<file path="config.mk">
export PLATFORM = sky130hd
export DESIGN_NAME = parking_ledger
export DESIGN_NICKNAME = d
export VERILOG_FILES = /design/src/rtl/parking_pkg.sv /design/src/rtl/fee_calc.sv /design/src/rtl/parking_ledger.sv
export SDC_FILE = /design/constraint.sdc
export NUM_CORES = 1
export LEC_CHECK = 0
export CAP_MARGIN = 20
export CORE_MARGIN = 1.5
export CORE_UTILIZATION = 54
export CTS_CLUSTER_DIAMETER = 80
export CTS_CLUSTER_SIZE = 24
export DETAILED_ROUTE_END_ITERATION = 8
export PLACE_DENSITY = 0.72
export SYNTH_ARGS = -nofsm -noshare
export SYNTH_HDL_FRONTEND = slang
export SYNTH_HIERARCHICAL = 1
export SYNTH_SLANG_ARGS = --single-unit
</file>
<file path="constraint.sdc">
create_clock -name ms -period 9.1 [get_ports ms]
set_input_delay 1.82 -clock ms [delete_from_list [all_inputs] [get_ports ms]]
set_output_delay 1.82 -clock ms [all_outputs]
set_load 0.1 [all_outputs]
</file>
<file path="src/rtl/parking_pkg.sv">
// Shared phase encoding, ledger FSM states and fee defaults for the parking ledger.
package parking_pkg;

    localparam logic [2:0] PH_IDLE      = 3'd0;
    localparam logic [2:0] PH_ENTRY     = 3'd1;
    localparam logic [2:0] PH_EXIT_SHOW = 3'd2;
    localparam logic [2:0] PH_EXIT_SAVE = 3'd3;

    localparam int RATE_DEFAULT      = 20;
    localparam int GRACE_MIN_DEFAULT = 15;
    localparam int MIN_PER_HOUR      = 60;

    typedef enum logic [2:0] {
        LS_IDLE,
        LS_CHECK,
        LS_ENTRY_WR,
        LS_EXIT_CALC,
        LS_REJECT
    } ledger_state_e;

    function automatic logic is_commit_phase(input logic [2:0] ph);
        return (ph == PH_ENTRY) || (ph == PH_EXIT_SAVE);
    endfunction

endpackage

</file>
<file path="src/rtl/fee_calc.sv">
// Iterative ceil(elapsed/60) by repeated subtraction, scaled by RATE and saturated.
// done_o is combinational on the final step so a short stay finishes in the start cycle.
module fee_calc
    import parking_pkg::*;
#(
    parameter int TIME_W    = 16,
    parameter int FEE_W     = 16,
    parameter int RATE      = RATE_DEFAULT,
    parameter int GRACE_MIN = GRACE_MIN_DEFAULT
) (
    input  logic              clk,
    input  logic              rst_n,
    input  logic              start_i,
    input  logic [TIME_W-1:0] elapsed_i,
    output logic              busy_o,
    output logic              done_o,
    output logic [FEE_W-1:0]  fee_o
);

    localparam int PW = TIME_W + 32;

    logic [TIME_W-1:0] rem_q, rem_d;
    logic [TIME_W-1:0] quo_q, quo_d;
    logic              run_q, run_d;
    logic [TIME_W-1:0] cur_rem, cur_quo, hours;
    logic              active, last;
    logic [PW-1:0]     product;

    always_comb begin
        cur_rem = start_i ? elapsed_i : rem_q;
        cur_quo = start_i ? '0 : quo_q;
        active  = start_i | run_q;
        last    = active && (cur_rem <= TIME_W'(MIN_PER_HOUR));
        // Any leftover minutes start another billable hour.
        hours   = cur_quo + TIME_W'(cur_rem != '0);
        product = PW'(hours) * PW'(RATE);

        rem_d = rem_q;
        quo_d = quo_q;
        run_d = 1'b0;
        if (active && !last) begin
            rem_d = cur_rem - TIME_W'(MIN_PER_HOUR);
            quo_d = cur_quo + TIME_W'(1);
            run_d = 1'b1;
        end

        done_o = last;
        if (start_i && (elapsed_i <= TIME_W'(GRACE_MIN))) begin
            fee_o = '0;
        end else if (|product[PW-1:FEE_W]) begin
            fee_o = '1;
        end else begin
            fee_o = product[FEE_W-1:0];
        end
    end

    always_ff @(posedge clk or negedge rst_n) begin
        if (!rst_n) begin
            rem_q <= '0;
            quo_q <= '0;
            run_q <= 1'b0;
        end else begin
            rem_q <= rem_d;
            quo_q <= quo_d;
            run_q <= run_d;
        end
    end

    assign busy_o = run_q;

endmodule

</file>
<file path="src/rtl/parking_ledger.sv">
// Per-slot occupancy ledger: commits entries/exits from the sequencer and computes
// the exit fee from the stored entry minute.
module parking_ledger
    import parking_pkg::*;
#(
    parameter int SLOTS     = 8,
    parameter int SLOT_W    = 3,
    parameter int TIME_W    = 16,
    parameter int FEE_W     = 16,
    parameter int RATE      = RATE_DEFAULT,
    parameter int GRACE_MIN = GRACE_MIN_DEFAULT
) (
    input  logic              ms,
    input  logic              rst_n,
    input  logic [2:0]        state,
    input  logic              activate_save,
    input  logic [SLOT_W-1:0] slot_id,
    input  logic [TIME_W-1:0] now_min,
    output logic [FEE_W-1:0]  fee,
    output logic              fee_valid,
    output logic [SLOT_W:0]   occupied_cnt,
    output logic              full,
    output logic              err,
    output logic              busy
);

    ledger_state_e     state_q, state_d;
    logic [SLOT_W-1:0] slot_q, slot_d;
    logic [TIME_W-1:0] now_q, now_d;
    logic              is_exit_q, is_exit_d;
    logic [SLOTS-1:0]  occ_q, occ_d;
    logic              occ_rd_q;
    logic [TIME_W-1:0] time_rd_q;
    logic [FEE_W-1:0]  fee_q, fee_d;
    logic              fee_valid_q, fee_valid_d;
    logic [SLOT_W:0]   cnt_q, cnt_d;
    logic              full_q, full_d;
    logic              err_q, err_d;

    logic              occ_set, occ_clr, ram_we;
    logic              calc_start, calc_busy, calc_done;
    logic [FEE_W-1:0]  calc_fee;
    logic [TIME_W-1:0] elapsed;

    logic [TIME_W-1:0] entry_time [SLOTS];

    // Modulo subtraction yields the true stay length across a counter wrap.
    assign elapsed = now_q - time_rd_q;

    always_comb begin
        state_d     = state_q;
        slot_d      = slot_q;
        now_d       = now_q;
        is_exit_d   = is_exit_q;
        fee_d       = fee_q;
        fee_valid_d = 1'b0;
        err_d       = 1'b0;
        cnt_d       = cnt_q;
        occ_set     = 1'b0;
        occ_clr     = 1'b0;
        ram_we      = 1'b0;
        calc_start  = 1'b0;

        unique case (state_q)
            LS_IDLE: begin
                if (activate_save && is_commit_phase(state)) begin
                    slot_d    = slot_id;
                    now_d     = now_min;
                    is_exit_d = (state == PH_EXIT_SAVE);
                    state_d   = LS_CHECK;
                end
            end
            LS_CHECK: begin
                state_d = is_exit_q ? LS_EXIT_CALC : LS_ENTRY_WR;
            end
            LS_ENTRY_WR: begin
                if (occ_rd_q) begin
                    err_d   = 1'b1;
                    state_d = LS_REJECT;
                end else begin
                    occ_set = 1'b1;
                    ram_we  = 1'b1;
                    cnt_d   = cnt_q + (SLOT_W+1)'(1);
                    state_d = LS_IDLE;
                end
            end
            LS_EXIT_CALC: begin
                if (!occ_rd_q) begin
                    err_d   = 1'b1;
                    state_d = LS_REJECT;
                end else begin
                    calc_start = !calc_busy;
                    if (calc_done) begin
                        fee_d       = calc_fee;
                        fee_valid_d = 1'b1;
                        occ_clr     = 1'b1;
                        cnt_d       = cnt_q - (SLOT_W+1)'(1);
                        state_d     = LS_IDLE;
                    end
                end
            end
            LS_REJECT: begin
                state_d = LS_IDLE;
            end
            default: begin
                state_d = LS_IDLE;
            end
        endcase

        full_d = (cnt_d == (SLOT_W+1)'(SLOTS));
    end

    for (genvar gi = 0; gi < SLOTS; gi++) begin : g_slot
        logic hit;
        assign hit       = (slot_q == SLOT_W'(gi));
        assign occ_d[gi] = (occ_set && hit) ? 1'b1 :
                           (occ_clr && hit) ? 1'b0 : occ_q[gi];
    end

    always_ff @(posedge ms or negedge rst_n) begin
        if (!rst_n) begin
            state_q     <= LS_IDLE;
            slot_q      <= '0;
            now_q       <= '0;
            is_exit_q   <= 1'b0;
            occ_q       <= '0;
            occ_rd_q    <= 1'b0;
            fee_q       <= '0;
            fee_valid_q <= 1'b0;
            cnt_q       <= '0;
            full_q      <= 1'b0;
            err_q       <= 1'b0;
        end else begin
            state_q     <= state_d;
            slot_q      <= slot_d;
            now_q       <= now_d;
            is_exit_q   <= is_exit_d;
            occ_q       <= occ_d;
            occ_rd_q    <= occ_q[slot_q];
            fee_q       <= fee_d;
            fee_valid_q <= fee_valid_d;
            cnt_q       <= cnt_d;
            full_q      <= full_d;
            err_q       <= err_d;
        end
    end

    // Entry-time store: contents need no reset, only occupied slots are ever read back.
    always_ff @(posedge ms) begin
        if (ram_we) begin
            entry_time[slot_q] <= now_q;
        end
        time_rd_q <= entry_time[slot_q];
    end

    fee_calc #(
        .TIME_W    (TIME_W),
        .FEE_W     (FEE_W),
        .RATE      (RATE),
        .GRACE_MIN (GRACE_MIN)
    ) u_fee_calc (
        .clk       (ms),
        .rst_n     (rst_n),
        .start_i   (calc_start),
        .elapsed_i (elapsed),
        .busy_o    (calc_busy),
        .done_o    (calc_done),
        .fee_o     (calc_fee)
    );

    assign fee          = fee_q;
    assign fee_valid    = fee_valid_q;
    assign occupied_cnt = cnt_q;
    assign full         = full_q;
    assign err          = err_q;
    assign busy         = (state_q != LS_IDLE);

endmodule

</file>
== Word level (Yosys, flattened, before mapping) ==
Memories as Yosys holds them, arrays and structs flattened. A register that Yosys moved wholly into a read port is not among the register bits.
Cells that the tools add are included.

* Register bits after elaboration: 88
* Memory bits (writable): 128
* Bits of input ports: 25
* Output and inout port bits: 24
* Logic and storage cells: 131
* Memories kept: 1

* Add/subtract/negate cells: 6
* Multipliers: 1
* Magnitude comparators: 3
* Equality and inequality tests: 15
* Mux-type cells: 44
* Bitwise gates (word level): 1
* Reductions and logical operators: 39

{| class="wikitable"
|+ Memories
! name !! depth !! bits a word !! read ports !! clocked after Yosys merged registers in !! write ports !! line !! source
|-
| entry_time || 8 || 16 || 1 || 1 || 1 || parking_ledger.sv:45 || <nowiki>logic [TIME_W-1:0] entry_time [SLOTS];</nowiki>
|}

{| class="wikitable"
|+ Operator list
! cell !! number
|-
| 2-to-1 mux 16 bit || 4
|-
| 2-to-1 mux 1 bit || 29
|-
| logical AND 1 bit || 20
|-
| multiplier 16 x 3 -> 19 bit (second input constant) || 1
|-
| adder 16 x 1 -> 16 bit || 1
|-
| adder 16 x 1 -> 16 bit (second input constant) || 1
|-
| less-or-equal comparator 16 x 4 -> 1 bit (second input constant) || 1
|-
| less-or-equal comparator 16 x 6 -> 1 bit (second input constant) || 1
|-
| nonzero test 16 bit || 1
|-
| nonzero test 2 bit || 8
|-
| subtractor 16 bit || 1
|-
| subtractor 16 x 6 -> 16 bit (second input constant) || 1
|-
| equality test 3 x 2 -> 1 bit (second input constant) || 5
|-
| equality test 3 bit (second input constant) || 4
|-
| 2-to-1 mux 3 bit || 4
|-
| 2-to-1 mux 4 bit || 3
|-
| one-hot mux 3 bit (4 select lines) || 1
|-
| equality test 3 x 1 -> 1 bit (second input constant) || 3
|-
| one-hot mux 4 bit (2 select lines) || 1
|-
| zero test 3 bit || 2
|-
| OR reduction 5 bit || 1
|-
| adder 4 x 1 -> 4 bit (second input constant) || 1
|-
| equality test 4 bit (second input constant) || 1
|-
| < comparator 3 x 4 -> 1 bit (second input constant) || 1
|-
| other kinds (11) || 13
|}

== Depth between registers and ports, before layout ==
* Word-level depth: 12
* Mapped depth: 32
* Gate-level depth less buffers: 30

== By module ==
The synthesis kept the hierarchy.

{| class="wikitable"
|+ Modules (own cells, without submodules)
! module !! times used !! cells each !! area an instance (µm²) !! seq. area each (µm²)
|-
| parking_ledger || 1 || 521 || 8,189.1 || 5,540.3
|-
| fee_calc || 1 || 472 || 3,714.8 || 825.8
|}

== Worst setup path after synthesis ==
No wires, ideal clock.

* Path type: register -> register
* Start: reg now_q[0]
* End: reg fee_q[1] (netlist: fee[1])
* Setup time: 120 ps
* Arrival time: 6,205 ps
* Data required time: 8,980 ps
* Path slack: 2,776 ps
* Cell stages (with the launch flop): 32
* Buffers on the path: 2
* Period minus slack after synthesis: 6,324 ps
* Cell sequence: dfrtp_1 > inv_1 > ha_1 > fa_1 > nor2b_1 > o21ai_1 > a211oi_1 > a211oi_1 > o21bai_1 > xor2_1 > nor3b_1 > o221ai_1 > nor4_1 > nand4_1 > ha_1 > ha_1 > nand3_1 > xnor2_1 > nor2_1 > xnor2_1 > fa_1 > nor2b_1 > o31a_1 > o21ai_2 > o41ai_2 > mux2i_1 > a2111oi_4 > buf_2 > a31oi_1 > buf_4 > nand2_1 > nand2_1

* Longest elaborated chain between the ends: 8
* Elaborated cells on any way between the ends: 13
* Classes of those cells: add/sub: 2; mul: 1; order compare: 2; mux: 3; reduce/logical: 5

{| class="wikitable"
|+ RTL lines
! what !! line !! source
|-
| start: declaration || parking_ledger.sv:29 || <nowiki>logic [TIME_W-1:0] now_q, now_d;</nowiki>
|-
| start signal: assignment || parking_ledger.sv:136 || <nowiki>now_q <= now_d;</nowiki>
|-
| subtractor 16 bit * || parking_ledger.sv:48 || <nowiki>assign elapsed = now_q - time_rd_q;</nowiki>
|-
| named net elapsed[14] || parking_ledger.sv:43 || <nowiki>logic [TIME_W-1:0] elapsed;</nowiki>
|-
| 2-to-1 mux 16 bit || fee_calc.sv:30 || <nowiki>cur_rem = start_i ? elapsed_i : rem_q;</nowiki>
|-
| nonzero test 16 bit || fee_calc.sv:35 || <nowiki>hours = cur_quo + TIME_W'(cur_rem != '0);</nowiki>
|-
| adder 16 x 1 -> 16 bit || fee_calc.sv:35 ||
|-
| multiplier 16 x 3 -> 19 bit || fee_calc.sv:36 || <nowiki>product = PW'(hours) * PW'(RATE);</nowiki>
|-
| OR reduction 5 bit || fee_calc.sv:50 || <nowiki>end else if (|product[PW-1:FEE_W]) begin</nowiki>
|-
| 2-to-1 mux 16 bit || fee_calc.sv:50 ||
|-
| 2-to-1 mux 16 bit * || fee_calc.sv:48 || <nowiki>if (start_i && (elapsed_i <= TIME_W'(GRACE_MIN))) begin</nowiki>
|-
| named net calc_fee[1] || parking_ledger.sv:42 || <nowiki>logic [FEE_W-1:0] calc_fee;</nowiki>
|-
| end signal: assignment || parking_ledger.sv:128 || <nowiki>fee_q <= '0;</nowiki>
|-
| end signal: assignment || parking_ledger.sv:140 || <nowiki>fee_q <= fee_d;</nowiki>
|-
| end: declaration || parking_ledger.sv:34 || <nowiki>logic [FEE_W-1:0] fee_q, fee_d;</nowiki>
|}

Mark *: on every way through the listed nets, which the timed path passes. The rest lies on a longest branch.
A chain may end at the register's enable or synchronous reset.

== Worst setup path in the final report ==
* Start: reg now_q[0]
* End: reg fee_q[0] (netlist: fee[0])

The elaborated chain is that of the path after synthesis.

==> flow_summary.yaml <==
sta:
  skew_ps: 20.3
  rsz0062_at_grt: "no"
  fmax_ghz: 0.136
  finalSetupViolations: 0
  fin_ws_ps: 1760
  hold_ws_ps: 483
  hold_violations: 0
  setup-tns-final_ps: 0
  min_period_ps: 7340
  slew_headroom_pct: 33.0
  post-route-period-util_pct: 80.6
  maxSlewViolCount: 0
  worst_pin_slew_ps: 1000
worst_setup_path:
  crit_slowest_cell: "a2111oi_4"
  arrival_ps: 7700
  critical-path-max-stage-delay_ps: 830
  worstSetupStartpointType: "flop"
  cp_common_cell: "ha_1"
  cpLargestDelayFamily: "compound AO/OA/AOI/OAI gates"
  path_buf_inv: 1
  critPathKind: "reg2reg"
  required_ps: 9470
  path_max_fanout: 15
  worstSetupEndpointType: "flop"
yosys:
  syn_area_per_cell_um2: 12.0
  yosys.area.top_type_share_pct: 32.3
  ys_warn_count: 6
  synth_seq_area_share_pct: 53.5
  synth_most_common_cell: "edfxtp_1"
  syn-num-nets: 1067
  netlist-cell-type-count: 76
  synth-edff-count: 128
  synthCells: 993
  synth_flop_cell: "edfxtp_1"
  synth_area_leaders: "edfxtp_1 32%, dfrtp_1 18%, mux4_2 6.4%"
  yosysTopAreaCell: "edfxtp_1"
  netlist_top_cells_count: "128 x edfxtp_1, 108 x nand2_1, 88 x dfrtp_1, 78 x nor2_1, 54 x o21ai_0"
  synthArstFlopShare_pct: 37.9
  syn_area_um2: 11900
  synth-seq-cells: 232
power:
  leakage_nw: 5.18
  power.density_nw_per_um2: 299
  power_mw: 3.90
  peakVddDrop_v: 0.000230
route:
  vias: 7607
  via_per_inst: 5.78
  routedWlPerCell_um: 18.1
  ant_nets: 0
  drtIter0Drc: 375
  first_pass_iters: 4
  remaining_drc_errors: 0
  routed_wl_mm: 23.8
run_status:
  outcome: "finished clean"
clock_network:
  cts_made_buffers: 14
  post_cts_resized: 0
  cts-htree-levels: 1
  cts_tree: "built"
  clk_latency_ps: 490
  post_cts_buffers: 0
  cts-root-buf: "clkbuf_16"
  cts_buffer_depth: 3
  holdBufCountCts: 0
  cts_sinks: 232
  clk_pin_slew_ps: 90
grt:
  grt_use_total_pct: 21.9
  grt_pass1_wl_mm: 39.0
  grt-ovfl-total: 0
  antenna_found_initial: 0
  grt_max_degree: 95
  first_global_vias: 7452
placement:
  portBuffers: 48
  finalWeightedCongestion: 0.845
  dp_slack_ps: 1830
  dpl.hpwl_mm: 15.9
  dpl.cell_count: 1291
die:
  io_pins: 49
  fp-row-count: 54
  die_h_um: 151
  die_x_um: 151
  core_area_um2: 21800
  start_util_pct: 54.7
  dieArea_um2: 22900
job:
  drv_cap: 0
cells_and_area:
  drive_gt1_share_pct: 13.6
  syn_to_final_growth_pct: 9.59
  finalNetCount: 1101
  n_fill_cell: 1732
  stdcell_count: 1315
  antenna_cells: 0
hold_path:
  hp-class: "reg2reg"
==> worst register-to-register path: cells and delay by family, from the launching register on <==
family | cells | cell delay, ps
buffers and inverters | 1 | 100
multiplexers | 1 | 170
AND/OR/NAND/NOR | 9 | 1590
adder cells (fa/ha/maj) | 5 | 1680
AO/OA/AOI/OAI | 10 | 2650
XOR/XNOR | 3 | 500
flip-flops | 1 | 510
==> final timing paths <==
check | startpoint | to | slack (ps) | depth (start not counted)
setup reg to reg | now_q[0] | fee[0] | 1760 | 29
hold reg to reg | fee[8] | fee[8] | 480 | 2
setup / recovery | now_q[0] | fee[0] | 1760 | 29
max in group asynchronous | rst_n | occ_q[4] | 6660 | 2
hold / removal | fee[8] | fee[8] | 480 | 2
min in group asynchronous | rst_n | u_fee_calc/quo_q[13] | 1320 | 1
==> cell usage in the layout (no fill, tap or decap), drive strengths merged, types with 27 or more instances in the layout <==
cell type / count
mux2: 39
edfxtp: 128
mux4: 34
dfrtp: 88
a21oi: 46
xnor2: 27
nor2: 79
clkdlybuf4s50: 47
xor2: 28
o21ai: 61
nand2: 108
ha: 47
inv: 40
==> report_power, final <==
part | switching [mW] | total, mW | internal (mW) | leakage, nW
Combinational | 0.974 | 1.72 | 0.745 | 2.52
Sequential | 0.166 | 1.52 | 1.36 | 2.45
Clock | 0.346 | 0.657 | 0.311 | 0.206
Total | 1.49 | 3.90 | 2.41 | 5.18
==> kinds of logic (layout without fill, tap and decap cells) <==
kind of cell               count (synthesis)  in the layout  synth area share (%)
muxes                                     85             85                  11.2
and+or+nand+nor                          300            300                  12.1
AOI/OAI and AO/OA                        188            188                  10.5
DFF                                      232            232                  53.5
xor gates and xnor gates                  55             55                  4.05
adders and majority gates                 49             49                  5.28
buffers and inverters                     84            126                  3.28
==> routing by layer <==
metal	global-route usage, %	part of all wire, %	vias to the layer above
met4	4.42	1.4	0
li1	-	-	3698
met3	2.37	3.7	21
met5	0	0	-
met2	36.5	48	114
met1	31.3	46	3774
==> flip-flops by register name, summed over array words and instances, names as in the netlist <==
register           flops
occupied_cnt           4
state_q                3
now_q                 16
occ_q                  8
time_rd_q             16
u_fee_calc/busy_o      1
is_exit_q              1
u_fee_calc/rem_q      16
entry_time           128
fee                   16
slot_q                 3
u_fee_calc/quo_q      16
occ_rd_q               1
full                   1
err                    1
fee_valid              1
==> cell type report <==
| cell class | instances | area, µm² | area share [%] |
|---|---|---|---|
| sequential | 232 | 6370 | 48.8 |
| multi-input combinational | 677 | 5150 | 39.5 |
| timing repair buffer | 64 | 598 | 4.58 |
| clock buffer | 19 | 390 | 2.99 |
| tap | 280 | 350 | 2.69 |
| inverter | 38 | 143 | 1.09 |
| clock inverter | 5 | 43.8 | 0.336 |
==> per-stage QoR <==
stage | util, % | cell area (µm²)
2_1_floorplan | - | 11900
3_3_place_gp | 57.9 | 12600
3_5_place_dp | 58.0 | 12600
4_1_cts | 60.0 | 13000
5_1_grt | 60.0 | 13000
6_report | 60.0 | 13000
(Power assumes the default switching activity.)
